--- config.mk ---
export PLATFORM = sky130hd
export DESIGN_NAME = get_buffer_flat
export DESIGN_NICKNAME = d
export VERILOG_FILES = /design/src/rtl/get_buffer_pkg.sv /design/src/rtl/get_buffer_if.sv /design/src/rtl/get_buffer_sync_fifo.sv /design/src/rtl/get_buffer.sv /design/src/flat_wrapper.sv
export SDC_FILE = /design/constraint.sdc
export NUM_CORES = 1
export LEC_CHECK = 0
export BUFFER_PORTS_ARGS = -buffer_cell sky130_fd_sc_hd__buf_4
export CAP_MARGIN = 20
export CORE_ASPECT_RATIO = 0.5
export CORE_MARGIN = 2
export CORE_UTILIZATION = 45
export DETAILED_ROUTE_END_ITERATION = 8
export GPL_TIMING_DRIVEN = 1
export PLACE_DENSITY_LB_ADDON = 0.1
export SYNTH_ARGS = -nofsm -noshare
export SYNTH_HDL_FRONTEND = slang
export SYNTH_HIERARCHICAL = 1
export SYNTH_SLANG_ARGS = --single-unit
--- constraint.sdc ---
create_clock -name clk -period 8.6 [get_ports clk]
set_input_delay 1.72 -clock clk [delete_from_list [all_inputs] [get_ports clk]]
set_output_delay 1.72 -clock clk [all_outputs]
set_load 0.005 [all_outputs]
--- src/rtl/get_buffer_pkg.sv ---
// Shared types and defaults for the receive-side get buffer.
package get_buffer_pkg;

  localparam int GB_DATA_W  = 64;
  localparam int GB_NUM_CFG = 4;

  // Meaning of each config register slot loaded during the com phase
  typedef enum logic [1:0] {
    CFG_LEN  = 2'd0,
    CFG_ADDR = 2'd1,
    CFG_MODE = 2'd2,
    CFG_RSV  = 2'd3
  } cfg_idx_e;

  // One FIFO slot: the data word plus its end-of-run tag
  typedef struct packed {
    logic                 last;
    logic [GB_DATA_W-1:0] data;
  } fifo_entry_t;

endpackage

--- src/rtl/get_buffer_if.sv ---
// Stream-side and core-side signals of the get buffer, bundled.
interface get_buffer_if import get_buffer_pkg::*; #(
  parameter int DATA_W  = GB_DATA_W,
  parameter int NUM_CFG = GB_NUM_CFG
);

  logic                        run;
  logic                        com;
  logic                        get_v;
  logic                        get_c;
  logic [DATA_W-1:0]           get_data;
  logic                        core_ready;
  logic                        core_valid;
  logic [DATA_W-1:0]           core_data;
  logic                        core_last;
  logic                        almost_full;
  logic                        overflow;
  logic [NUM_CFG*DATA_W-1:0]   cfg;

  // Upstream accept logic plus the cores
  modport master (
    output run, com, get_v, get_c, get_data, core_ready,
    input  core_valid, core_data, core_last, almost_full, overflow, cfg
  );

  // The buffer itself
  modport slave (
    input  run, com, get_v, get_c, get_data, core_ready,
    output core_valid, core_data, core_last, almost_full, overflow, cfg
  );

endinterface

--- src/rtl/get_buffer_sync_fifo.sv ---
// Show-ahead synchronous FIFO: head word is read combinationally from storage.
// Pointers carry one extra wrap bit so full/empty fall out of an MSB compare.
module sync_fifo #(
  parameter  int WIDTH = 65,
  parameter  int DEPTH = 16,
  localparam int PTR_W = $clog2(DEPTH) + 1
) (
  input  logic             clk,
  input  logic             rst_n,
  input  logic             i_wr_en,
  input  logic [WIDTH-1:0] i_wr_data,
  input  logic             i_rd_en,
  output logic [WIDTH-1:0] o_rd_data,
  output logic             o_empty,
  output logic             o_full,
  output logic [PTR_W-1:0] o_count
);

  logic [PTR_W-1:0] r_wr_ptr;
  logic [PTR_W-1:0] r_rd_ptr;
  logic [WIDTH-1:0] r_mem [DEPTH];

  logic [PTR_W-2:0] w_wr_addr;
  logic [PTR_W-2:0] w_rd_addr;
  logic             w_rd;
  logic             w_wr;

  assign w_wr_addr = r_wr_ptr[PTR_W-2:0];
  assign w_rd_addr = r_rd_ptr[PTR_W-2:0];

  assign o_empty = (r_wr_ptr == r_rd_ptr);
  assign o_full  = (r_wr_ptr[PTR_W-1] != r_rd_ptr[PTR_W-1]) &&
                   (w_wr_addr == w_rd_addr);
  assign o_count = r_wr_ptr - r_rd_ptr;

  // A read on an empty FIFO is ignored; a read on a full FIFO frees the slot
  // that a same-cycle write then reuses.
  assign w_rd = i_rd_en & ~o_empty;
  assign w_wr = i_wr_en & (~o_full | w_rd);

  assign o_rd_data = r_mem[w_rd_addr];

  // Storage array: data only, never reset
  always_ff @(posedge clk) begin
    if (w_wr) begin
      r_mem[w_wr_addr] <= i_wr_data;
    end
  end

  // Read/write pointers with natural wrap
  always_ff @(posedge clk or negedge rst_n) begin
    if (!rst_n) begin
      r_wr_ptr <= '0;
      r_rd_ptr <= '0;
    end else begin
      if (w_wr) r_wr_ptr <= r_wr_ptr + PTR_W'(1);
      if (w_rd) r_rd_ptr <= r_rd_ptr + PTR_W'(1);
    end
  end

endmodule

--- src/rtl/get_buffer.sv ---
// Receive-side buffer: run-phase words go through a show-ahead FIFO to the
// cores with an end-of-run tag; com-phase words load a small config file.
module get_buffer import get_buffer_pkg::*; #(
  parameter int DATA_W   = GB_DATA_W,
  parameter int DEPTH    = 16,
  parameter int NUM_CFG  = GB_NUM_CFG,
  parameter int AF_SLACK = 2
) (
  input logic         clk,
  input logic         rst_n,
  get_buffer_if.slave bus
);

  localparam int CNT_W = $clog2(DEPTH) + 1;
  localparam int IDX_W = (NUM_CFG > 1) ? $clog2(NUM_CFG) : 1;
  localparam int ENT_W = DATA_W + 1;

  // A programmed length of zero behaves like one: every word is last
  function automatic logic [DATA_W-1:0] effective_len(input logic [DATA_W-1:0] len);
    return (len == '0) ? DATA_W'(1) : len;
  endfunction

  // Config index steps forward and wraps after the last register
  function automatic logic [IDX_W-1:0] next_idx(input logic [IDX_W-1:0] idx);
    return (idx == IDX_W'(NUM_CFG - 1)) ? '0 : idx + IDX_W'(1);
  endfunction

  logic [DATA_W-1:0] r_cfg [NUM_CFG];
  logic [IDX_W-1:0]  r_cfg_idx;
  logic [DATA_W-1:0] r_word_cnt;
  logic              r_run_d;
  logic              r_com_d;
  logic              r_overflow;

  logic              w_com_rise;
  logic              w_run_fall;
  logic              w_cfg_wr;
  logic [IDX_W-1:0]  w_idx_base;
  logic              w_full;
  logic              w_empty;
  logic [CNT_W-1:0]  w_count;
  logic [CNT_W-1:0]  w_free;
  logic              w_rd_acc;
  logic              w_wr_acc;
  logic [DATA_W-1:0] w_len_m1;
  logic              w_tag_last;
  logic [ENT_W-1:0]  w_wr_ent;
  logic [ENT_W-1:0]  w_rd_ent;

  assign w_com_rise = bus.com & ~r_com_d;
  assign w_run_fall = ~bus.run & r_run_d;

  // A run beat takes priority if both beats ever show up together
  assign w_cfg_wr   = bus.get_c & ~bus.get_v;
  assign w_idx_base = w_com_rise ? '0 : r_cfg_idx;

  assign w_rd_acc = ~w_empty & bus.core_ready;
  assign w_wr_acc = bus.get_v & (~w_full | w_rd_acc);

  assign w_len_m1   = effective_len(r_cfg[IDX_W'(CFG_LEN)]) - DATA_W'(1);
  assign w_tag_last = (r_word_cnt == w_len_m1);
  assign w_wr_ent   = {w_tag_last, bus.get_data};

  sync_fifo #(
    .WIDTH (ENT_W),
    .DEPTH (DEPTH)
  ) u_fifo (
    .clk       (clk),
    .rst_n     (rst_n),
    .i_wr_en   (w_wr_acc),
    .i_wr_data (w_wr_ent),
    .i_rd_en   (w_rd_acc),
    .o_rd_data (w_rd_ent),
    .o_empty   (w_empty),
    .o_full    (w_full),
    .o_count   (w_count)
  );

  assign w_free = CNT_W'(DEPTH) - w_count;

  assign bus.core_valid  = ~w_empty;
  assign bus.core_data   = w_rd_ent[DATA_W-1:0];
  assign bus.core_last   = w_rd_ent[DATA_W] & ~w_empty;
  assign bus.almost_full = (w_free <= CNT_W'(AF_SLACK));
  assign bus.overflow    = r_overflow;

  for (genvar g = 0; g < NUM_CFG; g++) begin : g_cfg_out
    assign bus.cfg[g*DATA_W +: DATA_W] = r_cfg[g];
  end

  // Phase-level history for the com rise / run fall detectors
  always_ff @(posedge clk or negedge rst_n) begin
    if (!rst_n) begin
      r_run_d <= 1'b0;
      r_com_d <= 1'b0;
    end else begin
      r_run_d <= bus.run;
      r_com_d <= bus.com;
    end
  end

  // Config register file loaded one beat at a time
  always_ff @(posedge clk or negedge rst_n) begin
    if (!rst_n) begin
      for (int i = 0; i < NUM_CFG; i++) r_cfg[i] <= '0;
    end else if (w_cfg_wr) begin
      r_cfg[w_idx_base] <= bus.get_data;
    end
  end

  // Config write index: restarts at 0 on each com rise
  always_ff @(posedge clk or negedge rst_n) begin
    if (!rst_n) begin
      r_cfg_idx <= '0;
    end else if (w_cfg_wr) begin
      r_cfg_idx <= next_idx(w_idx_base);
    end else begin
      r_cfg_idx <= w_idx_base;
    end
  end

  // Run word counter: restarts after each tagged word and when run ends
  always_ff @(posedge clk or negedge rst_n) begin
    if (!rst_n) begin
      r_word_cnt <= '0;
    end else if (w_run_fall) begin
      r_word_cnt <= '0;
    end else if (w_wr_acc) begin
      r_word_cnt <= w_tag_last ? '0 : r_word_cnt + DATA_W'(1);
    end
  end

  // Sticky overflow: a run beat arrived with no room and no read to make room
  always_ff @(posedge clk or negedge rst_n) begin
    if (!rst_n) begin
      r_overflow <= 1'b0;
    end else if (bus.get_v & w_full & ~w_rd_acc) begin
      r_overflow <= 1'b1;
    end
  end

endmodule

--- src/flat_wrapper.sv ---
// flat-port wrapper written by rule: the top's interface ports become plain ports
module get_buffer_flat import get_buffer_pkg::*;
#(
  parameter int DATA_W   = GB_DATA_W,
  parameter int DEPTH    = 16,
  parameter int NUM_CFG  = GB_NUM_CFG,
  parameter int AF_SLACK = 2
)
  (clk, rst_n, bus_run, bus_com, bus_get_v, bus_get_c, bus_get_data, bus_core_ready, bus_core_valid, bus_core_data, bus_core_last, bus_almost_full, bus_overflow, bus_cfg);
  get_buffer_if #(.DATA_W(DATA_W), .NUM_CFG(NUM_CFG)) bus_i ();
  input logic clk;
  input logic rst_n;
  input wire logic [$bits(bus_i.run)-1:0] bus_run;
  input wire logic [$bits(bus_i.com)-1:0] bus_com;
  input wire logic [$bits(bus_i.get_v)-1:0] bus_get_v;
  input wire logic [$bits(bus_i.get_c)-1:0] bus_get_c;
  input wire logic [$bits(bus_i.get_data)-1:0] bus_get_data;
  input wire logic [$bits(bus_i.core_ready)-1:0] bus_core_ready;
  output wire logic [$bits(bus_i.core_valid)-1:0] bus_core_valid;
  output wire logic [$bits(bus_i.core_data)-1:0] bus_core_data;
  output wire logic [$bits(bus_i.core_last)-1:0] bus_core_last;
  output wire logic [$bits(bus_i.almost_full)-1:0] bus_almost_full;
  output wire logic [$bits(bus_i.overflow)-1:0] bus_overflow;
  output wire logic [$bits(bus_i.cfg)-1:0] bus_cfg;
  assign bus_i.run = bus_run;
  assign bus_i.com = bus_com;
  assign bus_i.get_v = bus_get_v;
  assign bus_i.get_c = bus_get_c;
  assign bus_i.get_data = bus_get_data;
  assign bus_i.core_ready = bus_core_ready;
  assign bus_core_valid = bus_i.core_valid;
  assign bus_core_data = bus_i.core_data;
  assign bus_core_last = bus_i.core_last;
  assign bus_almost_full = bus_i.almost_full;
  assign bus_overflow = bus_i.overflow;
  assign bus_cfg = bus_i.cfg;
  get_buffer #(.DATA_W(DATA_W), .DEPTH(DEPTH), .NUM_CFG(NUM_CFG), .AF_SLACK(AF_SLACK)) u_core (.clk(clk), .rst_n(rst_n), .bus(bus_i));
endmodule
* Word-level counts from Yosys, hierarchy flattened
Memory sizes are Yosys's and may differ from the RTL's. Index checks and enable logic that the tools add are counted.
Operators by class: bitwise logic cells 19, multiplexer cells 12, equal/unequal tests 5, $add $sub $neg 7, reduce and logical (&&, ||, !) cells 4, order comparisons 3
Operators with widths (number):
- $mux W64 | 5
- $bwmux W256 | 1
- $demux W64 S2 | 1
- $add A64 B1 Y64 const B | 1
- $eq A64 B64 Y1 | 1
- $logic_not A64 Y1 | 1
- $sub A64 B1 Y64 const B | 1
- $add A5 B1 Y5 const B | 2
- $and A1 B1 Y1 | 10
- $mux W2 | 3
- $not A1 Y1 | 6
- $eq A5 B5 Y1 | 1
- $le A5 B2 Y1 const B | 1
- $sub A5 B5 Y5 | 1
- $sub A5 B5 Y5 const A | 1
- $eq A4 B4 Y1 | 1
- $ge A3 B3 Y1 const B | 1
- $lt A3 B1 Y1 const B | 1
- $not A2 Y3 | 1
- $add A2 B1 Y2 const B | 1
- $eq A2 B2 Y1 const B | 1
- $logic_and A1 B1 Y1 | 2
- $mux W1 | 2
- $or A1 B1 Y1 | 2
- other kinds (2) | 2
Word-level totals: memories 1, output and inout bits 324, register bits after elaboration 335, bits in writable memories 1040, bits of input ports 71
Memories:
- u_core.u_fifo.r_mem | depth 16, bits a word 65, read ports 1, clocked after memory_dff 0, wr ports 1, RTL line get_buffer_sync_fifo.sv:21 | logic [WIDTH-1:0] r_mem [DEPTH];

* Logic depth before layout (Yosys ltp)
depth in word-level cells 9, depth in mapped cells 18, mapped depth without buffers 15

* Cells and area by module
Netlist, hierarchy kept.
By module, submodules not included:
- sync_fifo | cells each 1814, times used 1, sequential area each 31480.2 sq um, area an instance 40282.4 sq um
- get_buffer | cells each 1393, times used 1, sequential area each 8132.8 sq um, area an instance 16215.6 sq um

* Least setup slack after synthesis
No wires, ideal clock.
path type flip-flop to flip-flop, from register u_core.u_fifo.r_rd_ptr[1], to memory u_core.u_fifo.r_mem[3][0], enable pin, required time 8.032 ns, path slack 0.674 ns, cell stages (with the launch flop) 19, path buffers 6, clock period less this slack 7.926 ns, setup time 0.568 ns, arrival time 7.358 ns, cell sequence dfrtp_1 buf_2 buf_4 buf_2 buf_2 inv_1 ha_1 and4_1 and2_1 inv_1 nand2_1 nand2_1 nand2_1 clkinv_1 buf_1 o31a_1 buf_2 nand2_1 nor3_1
On the way: cells in the longest elaborated chain, start to end 8, elaborated cells on any way between the ends 13, those cells by class 2 x eq/ne; 2 x mux; 8 x bitwise; 1 x reduce/logical
RTL lines:
- from (decl) | RTL line get_buffer_sync_fifo.sv:20 | logic [PTR_W-1:0] r_rd_ptr;
- from (signal assigned) | RTL line get_buffer_sync_fifo.sv:57 | if (w_rd) r_rd_ptr <= r_rd_ptr + PTR_W'(1);
- $eq A5 B5 Y1 | RTL line get_buffer_sync_fifo.sv:31 | assign o_empty = (r_wr_ptr == r_rd_ptr);
- net u_core.w_empty | RTL line get_buffer.sv:40 | logic w_empty;
- $not A1 Y1
- net bus_core_valid | RTL line flat_wrapper.sv:19 | output wire logic [$bits(bus_i.core_valid)-1:0] bus_core_valid;
- $and A1 B1 Y1 | RTL line get_buffer.sv:57 | assign w_rd_acc = ~w_empty & bus.core_ready;
- $or A1 B1 Y1 | RTL line get_buffer.sv:58 | assign w_wr_acc = bus.get_v & (~w_full | w_rd_acc);
- $and A1 B1 Y1 | RTL line get_buffer.sv:58
- net u_core.w_wr_acc | RTL line get_buffer.sv:44 | logic w_wr_acc;
- $and A1 B1 Y1 | RTL line get_buffer_sync_fifo.sv:39 | assign w_wr = i_wr_en & (~o_full | w_rd);
- $mux W1 | RTL line get_buffer_sync_fifo.sv:45 | if (w_wr) begin
- $mux W1 (implied by the code) | RTL line get_buffer_sync_fifo.sv:46 | r_mem[w_wr_addr] <= i_wr_data;
- to (decl) | RTL line get_buffer_sync_fifo.sv:21
The timed path passes the listed nets, and every way through them passes these cells.

* Worst setup path in the final report
from register u_core.r_cfg (netlist bit u_core/bus.cfg[40]), to register u_core.r_word_cnt[5]
On the way: cells in the longest elaborated chain, start to end 7
RTL lines:
- from (decl) | RTL line get_buffer.sv:28 | logic [DATA_W-1:0] r_cfg [NUM_CFG];
- from (signal, indexed assignment) | RTL line get_buffer.sv:107 | r_cfg[w_idx_base] <= bus.get_data;
- $logic_not A64 Y1 | RTL line get_buffer.sv:20 | return (len == '0) ? DATA_W'(1) : len;
- $mux W64 (*) | RTL line get_buffer.sv:20
- $sub A64 B1 Y64 (*) | RTL line get_buffer.sv:60 | assign w_len_m1 = effective_len(r_cfg[IDX_W'(CFG_LEN)]) - DATA_W'(1);
- $eq A64 B64 Y1 (*) | RTL line get_buffer.sv:61 | assign w_tag_last = (r_word_cnt == w_len_m1);
- $mux W64 (*) | RTL line get_buffer.sv:129 | r_word_cnt <= w_tag_last ? '0 : r_word_cnt + DATA_W'(1);
- $mux W64 (*) | RTL line get_buffer.sv:128 | end else if (w_wr_acc) begin
- $mux W64 (*) | RTL line get_buffer.sv:126 | end else if (w_run_fall) begin
- to (signal assigned) | RTL line get_buffer.sv:129
- to (decl) | RTL line get_buffer.sv:30 | logic [DATA_W-1:0] r_word_cnt;
Every way passes the cells marked *; elsewhere a longest branch is shown, timed or not. The select of a mux whose other input is x is not followed. A chain may end at the register's enable or synchronous reset.

==> flow_summary.json <==
{
  "status": "complete, no violations",
  "synth_cells": 3207,
  "fill_cells": 10100,
  "rsz0062_at_grt": "no",
  "die_h_um": 255,
  "period_share": 0.761,
  "critPathArrivalTime_ns": 7.15,
  "die_w_um": 505,
  "final_cell_mix": "edfxtp_1 (1040), buf_4 (463), dfrtp_1 (332), mux2_2 (257), mux2i_1 (198)",
  "hpwlAfterDp_um": 103000,
  "grt.overflow.total": 0,
  "slew_violations": 0,
  "clk_latency_ns": 0.76,
  "r2r-start": "u_core/bus.cfg[40]",
  "hold_class": "flip-flop to flip-flop",
  "switching_power_mw": 7.19,
  "finalHoldViolations": 0,
  "place_congestion": 0.926,
  "fin_skew_ns": 0.0349,
  "post_cts_buffers": 0,
  "setup_viol": 0,
  "start_util": 0.456,
  "wl_um": 166000,
  "first_pass_iters": 5,
  "portBuffers": 394,
  "num_vias": 32100,
  "cts_tree": "yes",
  "max-vdd-ir-drop_mv": 0.253,
  "cts_resized": 0,
  "syn_nets": 3296,
  "ioPinCount": 395,
  "grt_pass1_wl_um": 235000,
  "layout_commonest_cell": "edfxtp_1",
  "required_ns": 9.20,
  "switching_share": 0.329,
  "clk_pin_slew_ns": 0.06,
  "synth_warnings": 6,
  "avgSynthCellArea_um2": 17.6,
  "post-route-drc-count": 0,
  "wl_per_cell_um": 30.5,
  "power.share.clock": 0.252,
  "grt.total_usage": 0.255,
  "seq_power_share": 0.409,
  "power_density_mw_per_mm2": 333,
  "synth-edff-count": 1040,
  "setup_tns_ns": 0,
  "ff2ff_path_depth": 17,
  "synth_cell_type_count": 79,
  "die_area_mm2": 0.129,
  "ant_nets": 0,
  "p_int_mw": 14.7,
  "critPathLaunchType": "flip-flop",
  "r2r-end": "u_core/r_word_cnt[5]",
  "worstSetupEndpointType": "flip-flop",
  "cts_hold_buf": 0,
  "utilization": 0.530,
  "cts-root-buf": "clkbuf_16",
  "startpoint": "u_core/bus.cfg[40]",
  "p_comb_frac": 0.339,
  "cts_buffers": 120,
  "maxSlewHeadroom": 0.265,
  "grt_pass1_vias": 32200,
  "yosysSeqAreaShare": 0.701,
  "h-tree-depth": 3,
  "final.setup.worst_slack_ns": 2.05,
  "clock-sinks": 1375,
  "core_area_mm2": 0.124,
  "syn_area_mm2": 0.0565,
  "min_period_ns": 6.55,
  "cp_max_fo": 20,
  "fmax_mhz": 153,
  "final_nets": 3726,
  "cts_buffer_depth": 3,
  "via_per_inst": 5.92,
  "crit_type": "flip-flop to flip-flop",
  "antenna_found_initial": 27,
  "std_cell_rows": 91,
  "detailedPlace.worstSlack_ns": 1.86,
  "async_flop_share": 0.244,
  "grt_max_degree": 138,
  "endpoint": "u_core/r_word_cnt[5]",
  "drive_gt1_frac": 0.319,
  "synth_seq_cells": 1375,
  "worstMarginPinSlew_ns": 1.10,
  "p_leak_nw": 23.5,
  "drv_cap": 0,
  "rrSetupSlack_ns": 2.05,
  "synth_ff_type": "edfxtp_1",
  "syn_to_final_growth_pct": 16.1,
  "drtIter0Drc": 3201
}
area by class of cell:
cell class	instances	area [um2]	area share
multi-input cells	1634	16100	0.245
diodes	7	17.5	0.000267
inverters	32	125	0.00191
clock inverters	75	722	0.0110
well taps	1674	2090	0.0319
repair buffers	474	3690	0.0562
flip-flops and latches	1375	39600	0.604
clock buffers	155	3280	0.0499
registers in the layout, summed over array words and instances, names as in the netlist:
name and count:
u_core/u_fifo/r_wr_ptr 5, u_core/bus.cfg 256, u_core/r_word_cnt 64, u_core/u_fifo/r_mem 1040, u_core/r_cfg_idx 2, u_core/r_com_d 1, u_core/u_fifo/r_rd_ptr 5, u_core/r_run_d 1
u_core/bus.overflow 1
through the flow:
step / hold WS, ns / total power [mW] / std cells / instance area (um2)
floorplan: 0.466 / 13.1 / 3207 / 56500
global route: 0.515 / 22.8 / 5422 / 65600
CTS: 0.499 / 22.1 / 5417 / 65600
global placement: 0.483 / 16.5 / 5187 / 61600
finish: 0.503 / 21.9 / 5426 / 65600
detailed placement: 0.486 / 16.6 / 5187 / 61600
critical path, cell delays in order (launching register included):
cell and delay, ns:
dfrtp_1 0.49, nor4_2 0.82, nand4_2 0.41, nor4_4 0.48, a21oi_1 0.29, ha_1 0.37
nor3b_1 0.18, and4_1 0.29, and2_1 0.26, xnor2_1 0.27, nand4_1 0.12, nor4_1 0.43
nand3_1 0.17, or4_4 0.59, o21ai_4 0.58, buf_16 0.24, buf_4 0.31, nor2_1 0.09
logic make-up after synthesis:
group	share of synthesized area
XOR/XNOR	0.0253
multiplexers	0.164
buffers and inverters	0.0173
flip-flops	0.701
AO/OA/AOI/OAI	0.0393
AND/OR/NAND/NOR	0.0486
adder cells (fa/ha/maj)	0.00412
synth_stat cells, types with 7 or more instances:
library cell | number | area, um2
and4_1 | 7 | 61.3
o21ai_1 | 66 | 330
or3_1 | 18 | 113
nor2_2 | 30 | 188
and3_1 | 15 | 93.8
o211ai_1 | 8 | 60.1
mux4_2 | 191 | 4300
buf_6 | 20 | 225
nand2b_1 | 14 | 87.6
nand4_1 | 49 | 307
nand3_1 | 41 | 205
inv_1 | 30 | 113
xnor2_1 | 79 | 692
a21oi_1 | 17 | 85.1
o31ai_1 | 8 | 60.1
buf_1 | 13 | 48.8
dfrtp_1 | 335 | 8380
a32oi_1 | 68 | 596
nand2_1 | 72 | 270
buf_2 | 39 | 195
mux2i_1 | 198 | 1980
o21ai_0 | 18 | 90.1
nor4_1 | 36 | 225
clkbuf_1 | 87 | 327
a22oi_1 | 68 | 510
xor2_1 | 84 | 736
a31oi_1 | 8 | 50.1
nor2_1 | 103 | 387
nor2b_1 | 7 | 43.8
or4_1 | 12 | 90.1
edfxtp_1 | 1040 | 31200
nor3_1 | 41 | 205
mux2_2 | 257 | 2890
ha_1 | 17 | 213
layer usage:
layer	vias up	global-route usage	part of all wire
met5	-	0	0
met4	0	0.0468	0.016
met3	158	0.0446	0.069
met2	963	0.397	0.46
met1	17300	0.381	0.45
li1	13600	-	-
worst min path at each step:
| stage | to | startpoint | depth (start not counted) | slack, ns |
|---|---|---|---|---|
| 2_1_floorplan | u_core/u_fifo/r_rd_ptr[4] | u_core/u_fifo/r_rd_ptr[4] | 1 | 0.47 |
| 5_1_grt | u_core/bus.cfg[210] | u_core/bus.cfg[210] | 1 | 0.52 |
| 3_5_place_dp | u_core/u_fifo/r_rd_ptr[4] | u_core/u_fifo/r_rd_ptr[4] | 1 | 0.49 |
| 4_1_cts | u_core/u_fifo/r_rd_ptr[4] | u_core/u_fifo/r_rd_ptr[4] | 1 | 0.50 |
| 3_3_place_gp | u_core/u_fifo/r_rd_ptr[4] | u_core/u_fifo/r_rd_ptr[4] | 1 | 0.48 |
| 6_report | u_core/u_fifo/r_rd_ptr[4] | u_core/u_fifo/r_rd_ptr[4] | 1 | 0.50 |
power groups by stage:
stage,combinational [mW],sequential (mW),clock [mW]
2_1_floorplan,4.16,8.91,0
3_3_place_gp,7.47,9.02,0
3_5_place_dp,7.49,9.08,0
4_1_cts,7.52,8.94,5.62
5_1_grt,7.87,9.06,5.87
6_report,7.41,8.93,5.51
Power figures use the tool's default switching activity.
